**src/rtl/clock_gating_cell.sv**
```systemverilog
// Latch-based integrated clock-gating cell with test override, reset clock-force
// and a saturating counter of delivered gated-clock pulses.
module clock_gating_cell #(
    parameter int unsigned CNT_W      = 16,
    parameter bit          RST_CLK_ON = 1'b1
) (
    input  logic             clk_in,
    input  logic             rst,
    input  logic             clk_en,
    input  logic             test_en,
    output logic             clock_out,
    output logic             en_latched,
    output logic [CNT_W-1:0] pulse_cnt
);

    localparam logic [CNT_W-1:0] CNT_MAX  = {CNT_W{1'b1}};
    localparam logic [CNT_W-1:0] CNT_ONE  = {{(CNT_W-1){1'b0}}, 1'b1};
    localparam logic [CNT_W-1:0] CNT_ZERO = {CNT_W{1'b0}};

    logic             en_eff_s;
    logic             en_latch_q;
    logic [CNT_W-1:0] cnt_q;
    logic [CNT_W-1:0] cnt_d;

    assign en_eff_s = clk_en | test_en | (RST_CLK_ON & rst);

    // Enable latch: transparent in the low phase so the gate can only open or close
    // while clk_in is low, which keeps every clock_out high pulse full-width.
    always_latch begin
        if (!clk_in) begin
            en_latch_q <= en_eff_s;
        end
    end

    assign en_latched = en_latch_q;
    assign clock_out  = clk_in & en_latch_q;

    // Next count: one more for each delivered pulse, sticking at the top value.
    always_comb begin
        cnt_d = cnt_q;
        if (en_latch_q) begin
            if (cnt_q != CNT_MAX) begin
                cnt_d = cnt_q + CNT_ONE;
            end else begin
                cnt_d = cnt_q;
            end
        end else begin
            cnt_d = cnt_q;
        end
    end

    // Pulse counter register with synchronous reset.
    always_ff @(posedge clk_in) begin
        if (rst) begin
            cnt_q <= CNT_ZERO;
        end else begin
            cnt_q <= cnt_d;
        end
    end

    assign pulse_cnt = cnt_q;

endmodule

```
**config.mk**
```make
export PLATFORM = sky130hd
export DESIGN_NAME = clock_gating_cell
export DESIGN_NICKNAME = d
export VERILOG_FILES = /design/src/rtl/clock_gating_cell.sv
export SDC_FILE = /design/constraint.sdc
export NUM_CORES = 1
export LEC_CHECK = 0
export CAP_MARGIN = 5
export CORE_MARGIN = 2
export CORE_UTILIZATION = 43
export DETAILED_ROUTE_END_ITERATION = 10
export PLACE_DENSITY = 0.81
export SETUP_SLACK_MARGIN = 0.02
export SLEW_MARGIN = 20
export SYNTH_ARGS = -nofsm -noshare
export SYNTH_HDL_FRONTEND = slang
export SYNTH_SLANG_ARGS = --single-unit
export TNS_END_PERCENT = 30
```
**constraint.sdc**
```tcl
create_clock -name clk_in -period 1.4 [get_ports clk_in]
set_input_delay 0.42 -clock clk_in [delete_from_list [all_inputs] [get_ports clk_in]]
set_output_delay 0.42 -clock clk_in [all_outputs]
set_load 0.03 [all_outputs]
```
# Word-level counts from Yosys, hierarchy flattened
# Index checks and enable logic that the tools add are counted.
# totals
output_inout_bits	18
elab_cells	9
inputBits	4
latch_bits	1
reg_bits	16
# op_classes
bitwise	3
reduce_logical	1
eq_ne	1
mux	1
add_sub_neg	1
# op_table
op	n
$add 16x1->16 const B	1
$ne 16x16->1 const B	1
$or 1x1->1	2
$reduce_and 2->1	1
$and 1x1->1	1
$mux 1	1

# Depth between registers and ports, before layout
# logic_depth
ltp_word	3
ltp_mapped	5
depth_no_buf	5

==> results.sh <==
export IMPL_hpwlAfterDp_um=1980
export IMPL_initial_utilization=0.457
export IMPL_setup_violations_final=35
export IMPL_crit_type="latch2out"
export IMPL_globalRoute_busiestLayer="met2"
export IMPL_required_ps=980
export IMPL_final_cell_area_um2=1730
export IMPL_place_inst=182
export IMPL_use_met1=0.360
export IMPL_yosysUniqueCellTypes=38
export IMPL_synth_edf_count=0
export IMPL_track_usage=0.310
export IMPL_avgRoutedWirePerCell_um=21.0
export IMPL_drv_slew=0
export IMPL_yosys_area_top_type="dfxtp_1"
export IMPL_grt_max_degree=10
export IMPL_timing_hold_ws_ps=463
export IMPL_maxCapViolCount=0
export IMPL_min_path_type="in2latch"
export IMPL_use_met3=0.0697
export IMPL_power_density_nw_per_um2=704
export IMPL_overflow=0
export IMPL_die_h_um=49.6
export IMPL_wl_um=4140
export IMPL_rows=16
export IMPL_skew_ps=7.39
export IMPL_clkTransAtPathRegs_ps=110
export IMPL_drtIter0Drc=50
export IMPL_synth_seq_cells=17
export IMPL_worst_setup_path_start_kind="latch"
export IMPL_p_leak_nw=0.728
export IMPL_ys_flop_type="dfxtp_1"
export IMPL_crit_fanout=4
export IMPL_synthesis_area_um2=896
export IMPL_worst_slew_pin_slew_ps=642
export IMPL_grt_pass1_vias=1180
export IMPL_vdd_drop_max_mv=0.827
export IMPL_synth_nets=102
export IMPL_vias_per_cell=6.22
export IMPL_synth_area_leaders="dfxtp_1 (36%), a21oi_1 (4.5%), or3_1 (4.2%), nor2_1 (3.8%), o41ai_2 (3.6%)"
export IMPL_fp_coreArea_um2=1960
export IMPL_syn_inst=97
export IMPL_port_buffers=21
export IMPL_via_count=1226
export IMPL_drc=0
export IMPL_drive_above_1_share=0.653
export IMPL_antenna_found_initial=0
export IMPL_ys_warn_count=0
export IMPL_nFillCells=89
export IMPL_final_cell_count_no_fill=197
export IMPL_clk_latency_ps=430
export IMPL_rsz0062_at_grt="true"
export IMPL_ios=22
export IMPL_slew_limit_headroom=0.569
export IMPL_status="complete, but fails checks"
export IMPL_power_mw=1.22
export IMPL_antennaDiodeCount=0
export IMPL_synth_async_reset_ratio=0
export IMPL_tritoncts="done"
export IMPL_fin_ws_ps=-923
export IMPL_worst_ep_arrival_time_ps=1900
export IMPL_dieArea_um2=2460
export IMPL_violations="setup timing"
export IMPL_end_kind="primary output"
export IMPL_fp_dieW_um=49.6
export IMPL_yosysTopAreaCellShare=0.358
export IMPL_grt_pass1_wl_um=5530
export IMPL_drt_first_pass_iters=4
export IMPL_gp_congestion=0.782
export IMPL_syn_avg_cell_area_um2=9.24
export IMPL_layout_nets=176
export IMPL_fin_setup_tns_ps=-15450
export IMPL_grtUsageMet2=0.491
export IMPL_postRouteAntennaNets=0
export IMPL_hold_viol=0
export IMPL_area_delta_synth_final_pct=92.7
export IMPL_placed_cell_area_um2=1380
[through the flow]
stage,util,setup WS (ps)
6_report,0.880,-923
5_1_grt,0.880,-946
3_5_place_dp,0.702,-1300
4_1_cts,0.813,-925
3_3_place_gp,0.702,-1330
2_1_floorplan,-,-833
[Yosys cell counts, types with 2 or more instances]
library cell / number
dfxtp_1: 16
nor2_1: 9
a21oi_1: 8
nand2_1: 6
or3_1: 6
nand4_1: 5
o21ai_0: 4
nand3_1: 3
o31ai_1: 3
and2_1: 2
inv_1: 2
nor2b_1: 2
nor3_1: 2
o41ai_2: 2
or4_1: 2
xnor2_1: 2
xor2_1: 2
[cell families (layout without fill, tap and decap cells)]
group,Yosys count,after routing,synth area share
buffers and inverters,4,77,0.0307
multiplexers,3,3,0.0363
AO/OA/AOI/OAI,22,22,0.186
flip-flops,16,16,0.358
latches,1,1,0.0168
adder cells (fa/ha/maj),1,1,0.0140
XOR/XNOR,4,4,0.0391
AND/OR/NAND/NOR,46,46,0.320
[layer usage]
metal	part of all wire	wire length, µm	up-vias
li1	-	-	523
met1	0.41	1710	599
met2	0.47	1950	80
met3	0.068	282	24
met4	0.047	193	0
met5	0	0	-
[cells in the final DEF (no fill, tap or decap), drive strengths merged, types with 3 or more instances in the layout]
cell type | synthesis | layout
nand3 | 3 | 3
dlygate4sd2 | 0 | 3
or3 | 6 | 6
dfxtp | 16 | 16
buf | 1 | 65
o31ai | 3 | 3
a21oi | 8 | 8
nand2 | 6 | 6
o21ai | 4 | 4
nor2 | 9 | 9
clkbuf | 0 | 7
and4 | 3 | 3
nand4 | 7 | 7
[timing repair]
action | in CTS | in global routing
setup buffers | 6 | 2
setup endpoints to repair | 36 | 35
pin swaps | 10 | 7
resized for setup | 47 | 28
gates cloned | 0 | 0
hold buffers | 0 | 0
[where the power goes]
group	switching (mW)	total [mW]	internal (mW)	leakage, nW
registers	0.00903	0.494	0.485	0.145
clock network	0.290	0.559	0.269	0.0373
logic	0.0803	0.164	0.0836	0.546
total	0.380	1.22	0.837	0.728
[flip-flops by register name (all words and copies together) (netlist names)]
name / count
pulse_cnt: 16
en_latched: 1
[final timing paths]
path	from	end	slack, ps	cells past startpoint
hold / removal	test_en	en_latched	460	2
setup / recovery	en_latched	en_latched	-920	3
setup reg to reg	en_latched	pulse_cnt[15]	-910	6
hold reg to reg	pulse_cnt[11]	pulse_cnt[11]	600	3
[worst max-delay path, stage by stage, from the launching register on]
cell and delay, ps:
dlxtn_4 450, buf_6 100, buf_6 90, buf_6 120
[layout make-up]
class / instances / area (µm²) / area share
Timing Repair Buffer: 67 / 619 / 0.359
Inverter: 2 / 7.51 / 0.00435
Multi-Input combinational cell: 76 / 647 / 0.375
Clock buffer: 8 / 60.1 / 0.0348
Tap cell: 27 / 33.8 / 0.0196
Sequential cell: 17 / 359 / 0.208
No activity file was read; power rests on OpenSTA's default activity.
